`src/rtl/bwn_fc_score.sv`:
```
// Binary-weight fully-connected scoring layer: accumulates one saturating
// score per class over a frame of FEAT_NUM features, then emits packed scores.
module bwn_fc_score #(
  parameter int CLASS_NUM = 3,
  parameter int D_WL      = 16,
  parameter int IN_WL     = 8,
  parameter int FEAT_NUM  = 16
) (
  input  logic                      clk,
  input  logic                      rst_n,
  input  logic                      in_valid,
  input  logic [IN_WL-1:0]          feat,
  input  logic [CLASS_NUM-1:0]      weight,
  output logic                      in_ready,
  output logic [CLASS_NUM*D_WL-1:0] data,
  output logic                      o_valid,
  output logic                      sat
);

  localparam int CNT_W = $clog2(FEAT_NUM);
  localparam logic [CNT_W-1:0] CNT_LAST = CNT_W'(FEAT_NUM - 1);
  localparam logic [D_WL-1:0]  SAT_MAX  = {1'b0, {(D_WL-1){1'b1}}};
  localparam logic [D_WL-1:0]  SAT_MIN  = {1'b1, {(D_WL-1){1'b0}}};

  typedef enum logic {ACC, DONE} state_t;

  state_t                          state;
  logic [CNT_W-1:0]                cnt;
  logic [CLASS_NUM-1:0][D_WL-1:0]  acc;
  logic [CLASS_NUM-1:0][D_WL-1:0]  acc_nxt;
  logic [CLASS_NUM-1:0]            clamp;
  logic                            sat_f;
  logic [D_WL:0]                   feat_pos;
  logic [D_WL:0]                   feat_neg;
  logic [D_WL:0]                   addend;
  logic [D_WL:0]                   sum;

  always_comb begin
    in_ready = (state == ACC);
  end

  // One extra bit keeps -(-2^(IN_WL-1)) and acc+addend exact; overflow of the
  // D_WL-bit score shows up as the top two bits of the sum disagreeing.
  always_comb begin
    feat_pos = {{(D_WL+1-IN_WL){feat[IN_WL-1]}}, feat};
    feat_neg = -feat_pos;
    acc_nxt  = '0;
    clamp    = '0;
    addend   = '0;
    sum      = '0;
    for (int unsigned k = 0; k < CLASS_NUM; k++) begin
      addend = weight[k] ? feat_pos : feat_neg;
      sum    = {acc[k][D_WL-1], acc[k]} + addend;
      if (sum[D_WL] != sum[D_WL-1]) begin
        clamp[k]   = 1'b1;
        acc_nxt[k] = sum[D_WL] ? SAT_MIN : SAT_MAX;
      end else begin
        acc_nxt[k] = sum[D_WL-1:0];
      end
    end
  end

  always_ff @(posedge clk or negedge rst_n) begin
    if (!rst_n) begin
      state   <= ACC;
      cnt     <= '0;
      acc     <= '0;
      sat_f   <= 1'b0;
      data    <= '0;
      o_valid <= 1'b0;
      sat     <= 1'b0;
    end else begin
      case (state)
        ACC: begin
          o_valid <= 1'b0;
          if (in_valid) begin
            acc <= acc_nxt;
            if (cnt == CNT_LAST) begin
              cnt     <= '0;
              data    <= acc_nxt;
              sat     <= sat_f | (|clamp);
              o_valid <= 1'b1;
              state   <= DONE;
            end else begin
              cnt   <= cnt + 1'b1;
              sat_f <= sat_f | (|clamp);
            end
          end
        end
        DONE: begin
          // Frame state is cleared here; data/sat keep the emitted result.
          o_valid <= 1'b0;
          acc     <= '0;
          sat_f   <= 1'b0;
          state   <= ACC;
        end
        default: state <= ACC;
      endcase
    end
  end

endmodule

```
`config.mk`:
```
export PLATFORM = sky130hd
export DESIGN_NAME = bwn_fc_score
export DESIGN_NICKNAME = d
export VERILOG_FILES = /design/src/rtl/bwn_fc_score.sv
export SDC_FILE = /design/constraint.sdc
export NUM_CORES = 1
export LEC_CHECK = 0
export ABC_AREA = 1
export CELL_PAD_IN_SITES_DETAIL_PLACEMENT = 0
export CELL_PAD_IN_SITES_GLOBAL_PLACEMENT = 1
export CORE_UTILIZATION = 35
export DETAILED_ROUTE_END_ITERATION = 6
export GPL_TIMING_DRIVEN = 0
export PLACE_DENSITY = 0.72
export SLEW_MARGIN = 10
export SYNTH_ARGS = -nofsm -noshare
export SYNTH_HDL_FRONTEND = slang
export SYNTH_SLANG_ARGS = --single-unit
```
`constraint.sdc`:
```
create_clock -name clk -period 3.55 [get_ports clk]
set_input_delay 0.71 -clock clk [delete_from_list [all_inputs] [get_ports clk]]
set_output_delay 0.71 -clock clk [all_outputs]
set_load 0.02 [all_outputs]
```
Word-level counts from Yosys, hierarchy flattened
Index checks and enable logic that the tools add are counted.
{"block": "word_totals", "in_bits": 14, "out_inout_bits": 51, "reg_bits": 103, "elab_cells": 46}
{"block": "classes", "n_addsub": 5, "mux": 21, "bitwise_logic": 2, "eq_ne": 6, "n_reduce_logical": 4}
{"operator": "$mux W16", "count": 6}
{"operator": "$pmux W48 S2", "count": 1}
{"operator": "$add A17 B17 Y17", "count": 3}
{"operator": "$mux W17", "count": 3}
{"operator": "$mux W48", "count": 1}
{"operator": "$neg A17 Y17", "count": 1}
{"operator": "$mux W1", "count": 7}
{"operator": "$add A4 B1 Y4 const B", "count": 1}
{"operator": "$eq A4 B4 Y1 const B", "count": 1}
{"operator": "$mux W4", "count": 1}
{"operator": "$ne A2 B2 Y1 const B", "count": 2}
{"operator": "$pmux W1 S2", "count": 2}
{"operator": "$reduce_and A2 Y1", "count": 2}
{"operator": "$ne A1 B1 Y1", "count": 3}
{"operator": "$reduce_and A3 Y1", "count": 1}
{"operator": "$reduce_or A3 Y1", "count": 1}
{"operator": "$not A1 Y1", "count": 1}
{"operator": "$or A1 B1 Y1", "count": 1}

Longest topological paths before layout
Gate-level depths: netlist of the first run.
{"block": "logic_depth", "ltp_word": 10, "mapped_depth": 27, "depth_no_buf": 26}

Least setup slack after synthesis of the first run
OpenSTA, ideal clock, no wires.
{"block": "synth_timing", "path_kind": "in2reg", "startpoint": "in feat[0]", "endpoint": "reg data[19]", "setup_ns": 0.117, "path_stages": 26, "n_path_buf": 1, "slack_ns": -0.788, "required_ns": 3.433, "t_arrival_ns": 4.221, "path_cell_list": "inv_1 -> ha_1 -> nand2_1 -> or3_1 -> nor2_1 -> inv_1 -> nor2_1 -> nand2_1 -> ha_1 -> inv_1 -> o21ai_0 -> inv_1 -> ha_1 -> a21o_1 -> a21oi_1 -> nand3_1 -> nand2_1 -> o311ai_0 -> xor2_1 -> ha_1 -> clkbuf_1 -> inv_1 -> nand2_1 -> o21ai_0 -> nand2_1 -> nand2_1"}
{"block": "synth_between", "elab_chain_cells": 5, "word_cells_on_any_way": 6, "cone_classes": "add/sub (2); eq/ne (1); mux (3)"}
{"item": "start, declared", "line_no": "12", "text": "input logic [IN_WL-1:0] feat,"}
{"item": "$neg A17 Y17", "line_no": "46", "text": "feat_neg = -feat_pos;"}
{"item": "$mux W17 (*)", "line_no": "52", "text": "addend = weight[k] ? feat_pos : feat_neg;"}
{"item": "$add A17 B17 Y17 (*)", "line_no": "53", "text": "sum = {acc[k][D_WL-1], acc[k]} + addend;"}
{"item": "$mux W16 / $ne A1 B1 Y1 (equally long branches)", "line_no": "56, 54"}
{"item": "$mux W16 (*)", "line_no": "54", "text": "if (sum[D_WL] != sum[D_WL-1]) begin"}
{"item": "end signal, assigned", "line_no": "80", "text": "data <= acc_nxt;"}
{"item": "end, declared", "line_no": "15", "text": "output logic [CLASS_NUM*D_WL-1:0] data,"}
Every way passes the cells marked *; elsewhere a longest branch is shown, timed or not.
A chain may end at the register's enable or synchronous reset.

Worst setup path after layout of the first run
{"block": "layout_timing", "startpoint": "in feat[1]", "endpoint": "reg acc[10] (netlist name)"}
{"block": "layout_between", "elab_chain_cells": 7, "word_cells_on_any_way": 8, "cone_classes": "add/sub (2); eq/ne (1); mux (5)"}
{"item": "$neg A17 Y17", "line_no": "46"}
{"item": "$mux W17 (*)", "line_no": "52"}
{"item": "$add A17 B17 Y17 (*)", "line_no": "53"}
{"item": "$mux W16 / $ne A1 B1 Y1 (equally long branches)", "line_no": "56, 54"}
{"item": "$mux W16 (*)", "line_no": "54"}
{"item": "$mux W48 (*)", "line_no": "76", "text": "if (in_valid) begin"}
{"item": "$pmux W48 S2 (*)", "line_no": "73", "text": "case (state)"}
{"item": "end signal, assigned", "line_no": "77", "text": "acc <= acc_nxt;"}
{"item": "end, declared", "line_no": "29", "text": "logic [CLASS_NUM-1:0][D_WL-1:0] acc;"}
Every way passes the cells marked *; elsewhere a longest branch is shown, timed or not. The select of a mux whose other input is x is not followed.

==> results of run 1 <==
flip-flops by register name, indices dropped and copies added, names as in the netlist:
name	flops
acc	48
data	48
cnt	4
sat	1
sat_f	1
state	1
kinds of logic (layout without fill, tap and decap cells):
family	count (synthesis)	after routing	share of synthesized area
AOI/OAI and AO/OA	169	169	0.123
adders and majority gates	61	61	0.106
DFF	103	103	0.348
and+or+nand+nor	631	631	0.335
buffers and inverters	109	230	0.0580
xor gates and xnor gates	24	24	0.0294
cell usage in the layout, fill, tap and decap left out, drive strengths merged:
| master | Yosys | layout |
|---|---|---|
| dlymetal6s2s | 0 | 1 |
| o21a | 2 | 2 |
| ha | 58 | 58 |
| a21oi | 75 | 75 |
| nand3 | 53 | 53 |
| dlygate4sd2 | 0 | 2 |
| nor2 | 71 | 71 |
| fa | 3 | 3 |
| nand4 | 1 | 1 |
| clkinv | 0 | 1 |
| xor2 | 18 | 18 |
| inv | 78 | 82 |
| buf | 6 | 50 |
| dfrtp | 103 | 103 |
| xnor2 | 6 | 6 |
| o311ai | 2 | 2 |
| or2 | 1 | 1 |
| o22ai | 2 | 2 |
| a31oi | 13 | 13 |
| a21o | 11 | 11 |
| nor3 | 10 | 10 |
| nand3b | 3 | 3 |
| clkinvlp | 0 | 2 |
| o21bai | 2 | 2 |
| clkdlybuf4s50 | 0 | 55 |
| clkbuf | 25 | 36 |
| or3 | 1 | 1 |
| clkdlybuf4s15 | 0 | 1 |
| nand2 | 491 | 491 |
| o21ai | 62 | 62 |
worst min path at each step:
stage / to / cells after the start / start
floorplan: acc[0] / 0 / rst_n
global placement: acc[16] / 2 / acc[16]
detailed placement: data[30] / 2 / data[30]
CTS: acc[43] / 1 / rst_n
global route: acc[43] / 1 / rst_n
finish: acc[43] / 1 / rst_n
metal layers:
layer  wire (microns)  vias up
li1                 -     3795
met1            11900     3505
met2            11400      134
met3             1010       21
met4              408        0
met5                0        -
through the flow:
step | setup slack, ns | instance area (sq um) | cells | TNS, ns | hold WS, ns
final | -0.404 | 10600 | 1488 | -23.50 | 0.277
after floorplan | -0.396 | 7550 | 1097 | -19.39 | 0.414
after detailed placement | -1.89 | 8560 | 1432 | -150.68 | 0.462
after global placement | -2.56 | 8530 | 1431 | -412.26 | 0.461
after global routing | -0.604 | 10600 | 1488 | -42.99 | 0.326
after CTS | -0.469 | 9510 | 1473 | -23.82 | 0.295
timing repair:
| action | 4_1_cts | 5_1_grt |
|---|---|---|
| pin swaps | 57 | 102 |
| buffers inserted | 21 | 14 |
| gates resized for setup | 139 | 242 |
| setup endpoints to repair | 98 | 96 |
| gates cloned | 4 | 3 |
cell type report:
class / count / share of cell area
Multi-Input combinational cell: 885 / 0.539
Sequential cell: 103 / 0.244
Clock buffer: 9 / 0.0213
Clock inverter: 7 / 0.00603
Timing Repair Buffer: 105 / 0.106
Inverter: 78 / 0.0312
Tap cell: 270 / 0.0319
Buffer: 31 / 0.0216
critical path, stage by stage:
cell      delay, ns
buf_6          0.12
inv_6          0.05
ha_4           0.12
nand2_2        0.05
or3_4          0.33
nor2_1         0.09
inv_1          0.06
nor2_2         0.09
nand2_1        0.06
ha_1           0.29
inv_2          0.06
o21ai_2        0.12
inv_2          0.07
ha_4           0.24
a21o_1         0.18
a21oi_2        0.13
nand3_2        0.11
nand2_2        0.09
o311ai_4       0.12
xor2_2         0.19
ha_4           0.36
nand3_4        0.19
buf_8          0.21
nand2_4        0.06
nand2_2        0.05
nand2_2        0.09
==> impl_metrics.csv, run 1 <==
group,metric,value,unit
status,status,"complete, but fails checks",
status,failed_checks,"negative setup slack",
detailed_routing,wl,24.7,mm
setup_path,endpoint,"acc[10]",
floorplan,die_h,147,microns
clock_tree,ctsHoldBuffers,0,
clock_tree,cts_tree,"done",
yosys,synth.largest_area_cell,"dfrtp_1",
detailed_routing,drc,0,
clock_tree,clock_latency,0.36,ns
setup_path,startpoint,"feat[1]",
setup_path,rr_startpoint,"acc[0]",
sta,finalCriticalPeriod,3.95,ns
setup_path,ff2ff_setup_slack,0.59,ns
setup_path,crit_path_start_kind,"input port",
floorplan,row_count,52,
setup_path,critPathArrivalTime,4.26,ns
floorplan,initial_utilization,0.361,
clock_tree,clk_pin_slew_worst_paths,0.08,ns
setup_path,worstPathMaxFanout,6,
yosys,synth_area_leaders,"dfrtp_1, nand2_1, ha_1",
setup_path,reg2reg_to,"acc[10]",
global_route,use_met1,0.333,
sta,hold_violations,0,
global_route,antenna_found_initial,0,
detailed_routing,via_per_inst,5.01,
layout,fin_util,0.516,
clock_tree,htree_num_levels,3,
sta,fin_crit_sh,1.11,
yosys,syn_avg_cell_area,6.75,sq um
global_route,grt_pass1_vias,7138,
yosys,synth_top_area_frac,0.348,
global_route,grt_pass1_wl,38.7,mm
yosys,synth_nets,1172,
clock_tree,cts-buffers-inserted,9,
yosys,synth.most_common_cell,"nand2_1",
floorplan,coreArea,20500,sq um
sta,maxSlewViolCount,0,
layout,nets,1288,
yosys,ys.flop_type,"dfrtp_1",
clock_tree,cts_root_buf,"clkbuf_16",
sta,relSlewSlack,0.390,
global_route,grt_max_degree,54,
detailed_routing,vias,7455,
yosys,synth-seq-area-share,0.348,
layout,register_area,2580,sq um
yosys,yosysWarnings,0,
detailed_routing,dr.pass1.iters,4,
setup_path,required,3.85,ns
global_route,met2_usage,0.362,
layout,multi_input_area,5700,sq um
floorplan,die_x,147,microns
layout,fill_cells,2052,
global_route,gr-total-overflow,0,
yosys,synthCells,1097,
yosys,synth_edf_count,0,
yosys,syn-cell-area,7400,sq um
floorplan,die_area,21700,sq um
layout,diodes,0,
yosys,synthTopCellsByCount,"nand2_1, dfrtp_1, a21oi_1, inv_1, nor2_1",
clock_tree,clockBufferDepth,2,
yosys,async_flop_share,1.00,
yosys,ys_types,31,
sta,setup_violations,92,
placed_design,place.gp.congestion,0.880,
setup_path,endpoint_kind,"flop",
placed_design,io_buffers,64,
sta,fin_skew,0.00614,ns
sta,fmax,253,MHz
layout,drive_gt1_frac,0.263,
global_route,grt_use_total,0.232,
sta,finalWorstSetupSlack,-0.404,ns
global_route,met3_usage,0.0327,
run,cap_violations,0,
sta,grt_setup_unrepaired,"yes",
sta,tightest_slew,0.915,ns
floorplan,io_pins,65,
hold_path,hold_path_class,"input port to asynchronous set/reset pin",
detailed_routing,drt_iter0_drc,457,
placed_design,dp_hpwl,17.6,mm
layout,syn_to_final_growth,42.9,%
clock_tree,cts_sinks,103,
global_route,top_usage_layer,"met2",
setup_path,rr_worst_depth,16,
detailed_routing,wire_per_inst,16.6,microns
detailed_routing,drt.antenna.violating_nets,0,
setup_path,worstSetupPathType,"input port to flop",
yosys,yosys_register_bits,103,
Power of run 1 is left out: the tool's default activity adds up to more than one toggle a clock period on the data nets, which glitch-free logic cannot reach.
==> inputs of run 2 (changes only) <==
CAP_MARGIN = 20   (was unset)
GPL_ROUTABILITY_DRIVEN = 0   (was unset)
==> results of run 2 <==
Final layout, timing and power as in run 1 (identical DEF).
Power of run 2 is left out for the same reason.
==> inputs of run 3 (changes only) <==
--- a/config.mk
+++ b/config.mk
@@ -11,3 +11,3 @@
 export CELL_PAD_IN_SITES_GLOBAL_PLACEMENT = 1
-export CORE_UTILIZATION = 35
+export CORE_UTILIZATION = 25
 export DETAILED_ROUTE_END_ITERATION = 6
@@ -15,3 +15,4 @@
 export GPL_TIMING_DRIVEN = 0
-export PLACE_DENSITY = 0.72
+export PLACE_DENSITY = 0.56
+export REMOVE_ABC_BUFFERS = 1
 export SLEW_MARGIN = 10
==> constraint.sdc (replaced) <==
create_clock -name clk -period 3.55 [get_ports clk]
set_input_delay 0.8875 -clock clk [delete_from_list [all_inputs] [get_ports clk]]
set_output_delay 0.8875 -clock clk [all_outputs]
set_load 0.02 [all_outputs]
==> run 3 against run 2 <==
  * The flow still finishes with violations (negative setup slack)
  * Sequential share of layout area decreased by 0.49 points
  * Non-clock buffer count decreased by 2
  * Via count decreased by 0.74%
  * Die area increased by 39%
  * Global-route usage decreased by 5.5 points
  * Routed wire length increased by 4.4%
  * Worst setup slack got worse by 0.19 ns
  * Cell count increased by 8.0%
  * Maximum frequency decreased by 4.7%
  * Utilization decreased by 14 points
  * Register-to-register slack improved by 0.06 ns
  * Critical path depth unchanged
  * Critical endpoint is now acc[14]
==> impl_metrics.csv, run 3 (same netlist as run 1, synthesis figures left out) <==
group,metric,value,unit
status,status,"complete, but fails checks",
status,failed_checks,"negative setup slack",
floorplan,initial_utilization,0.256,
floorplan,io_pins,65,
detailed_routing,vias,7400,
clock_tree,htree_num_levels,3,
detailed_routing,wire_per_inst,16.0,microns
placed_design,dp_hpwl,17.5,mm
layout,final_cell_mix,"nand2_1, dfrtp_1, nand2_2",
detailed_routing,wl,25.8,mm
detailed_routing,routed-wl-met2,12.1,mm
clock_tree,cts_root_buf,"clkbuf_16",
setup_path,endpoint_kind,"flop",
sta,finalWorstSetupSlack,-0.599,ns
sta,fin_skew,0.00999,ns
sta,tightest_slew,0.800,ns
sta,maxSlewViolCount,0,
global_route,grt_max_degree,65,
clock_tree,clockBufferDepth,2,
setup_path,reg2reg_to,"data[15]",
setup_path,rr_worst_depth,7,
setup_path,startpoint,"feat[0]",
global_route,gr-total-overflow,0,
sta,fin_crit_sh,1.17,
floorplan,die_h,174,microns
sta,hold_ws,0.422,ns
clock_tree,cts_sinks,103,
detailed_routing,via_per_inst,4.60,
placed_design,io_buffers,64,
run,cap_violations,0,
floorplan,die_x,174,microns
sta,relSlewSlack,0.465,
clock_tree,clock_latency,0.37,ns
detailed_routing,highest_layer,"met4",
setup_path,crit_path_start_kind,"input port",
placed_design,post-place-ws,-3.40,ns
floorplan,row_count,62,
layout,final_common_cell,"nand2_1",
setup_path,required,3.81,ns
hold_path,hold_path_class,"input port to asynchronous set/reset pin",
clock_tree,cts_tree,"done",
setup_path,rr_startpoint,"state",
sta,setup_violations,97,
global_route,grt_use_total,0.177,
clock_tree,cts-buffers-inserted,9,
layout,biggestRegsByFlops,"acc x48, data x48, cnt x4",
layout,syn_to_final_growth,45.8,%
sta,hold_violations,0,
global_route,grt_pass1_vias,7617,
setup_path,worstSetupPathType,"input port to flop",
global_route,grt_pass1_wl,42.0,mm
layout,diodes,0,
detailed_routing,drt.antenna.violating_nets,0,
setup_path,endpoint,"acc[14]",
setup_path,worstPathMaxFanout,8,
sta,fmax,241,MHz
setup_path,ff2ff_setup_slack,0.65,ns
detailed_routing,drt_iter0_drc,313,
floorplan,coreArea,28900,sq um
sta,grt_setup_unrepaired,"yes",
setup_path,critPathArrivalTime,4.41,ns
detailed_routing,dr.pass1.iters,4,
detailed_routing,m1WireLength,12.4,mm
sta,finalCriticalPeriod,4.15,ns
detailed_routing,dr_wl_met3,728,microns
layout,drive_gt1_frac,0.267,
floorplan,die_area,30300,sq um
clock_tree,clk_pin_slew_worst_paths,0.08,ns
layout,nets,1294,
detailed_routing,drc,0,
sta,finalSetupTns,-38.72,ns
clock_tree,ctsHoldBuffers,0,
global_route,antenna_found_initial,0,
## run 3: cell types whose count changed in the layout (fill, tap and decap cells not counted), sizes merged, moves of 6 or more
| cell | delta |
|---|---|
| buf | +24 |
| clkbuf | -22 |
| inv | -7 |
| nand3 | +6 |
## run 3: repair_timing
item | in CTS | in global routing
gates cloned | 8 | 0
resized for setup | 245 | 145
setup buffers | 41 | 24
pin swaps | 83 | 89
setup endpoints to repair | 98 | 98
## run 3: area by class of cell
| class | count | area [sq um] |
|---|---|---|
| well taps | 384 | 480 |
| clock inverters | 3 | 67.6 |
| fillers | 3012 | 18100 |
| clock buffers | 12 | 246 |
| inverters | 78 | 320 |
| repair buffers | 134 | 1390 |
| multi-input cells | 893 | 5710 |
| flip-flops and latches | 103 | 2580 |
## run 3: how the worst min path moves through the flow
stage | endpoint | slack (ns)
global route | data[34] | 0.44
CTS | data[34] | 0.43
finish | data[34] | 0.42
floorplan | sat_f | 0.45
global placement | data[40] | 0.46
detailed placement | data[28] | 0.46
## run 3: per-layer routing
| layer | track usage | vias up |
|---|---|---|
| li1 | - | 3810 |
| met1 | 0.241 | 3470 |
| met2 | 0.294 | 97 |
| met3 | 0.0188 | 23 |
| met4 | 0.0501 | 0 |
| met5 | 0 | - |
## run 3: stage by stage
step                      instances  cell area [sq um]  utilization
final                          1607              10800        0.373
after CTS                      1584              10100        0.349
after global routing           1607              10800        0.373
after floorplan                1066               7270            -
after detailed placement       1520               8570        0.296
after global placement         1514               8390        0.290
## run 3: worst max-delay path, stage by stage
cell and delay [ns]:
buf_12 0.12, clkinv_8 0.04, ha_4 0.12, nand2_2 0.05, or3_4 0.35, nor2_4 0.09
inv_2 0.05, nor2_4 0.07, nand2_1 0.06, ha_1 0.28, inv_2 0.05, o21ai_2 0.12
inv_2 0.07, ha_4 0.22, a21o_1 0.20, a21oi_2 0.13, nand3_2 0.11, nand2_2 0.09
o311ai_4 0.12, xor2_2 0.19, ha_4 0.40, clkinvlp_4 0.25, nand3_2 0.14, nand2_2 0.07
nand2_1 0.06, nand2_1 0.04
Power of run 3 is left out for the same reason.
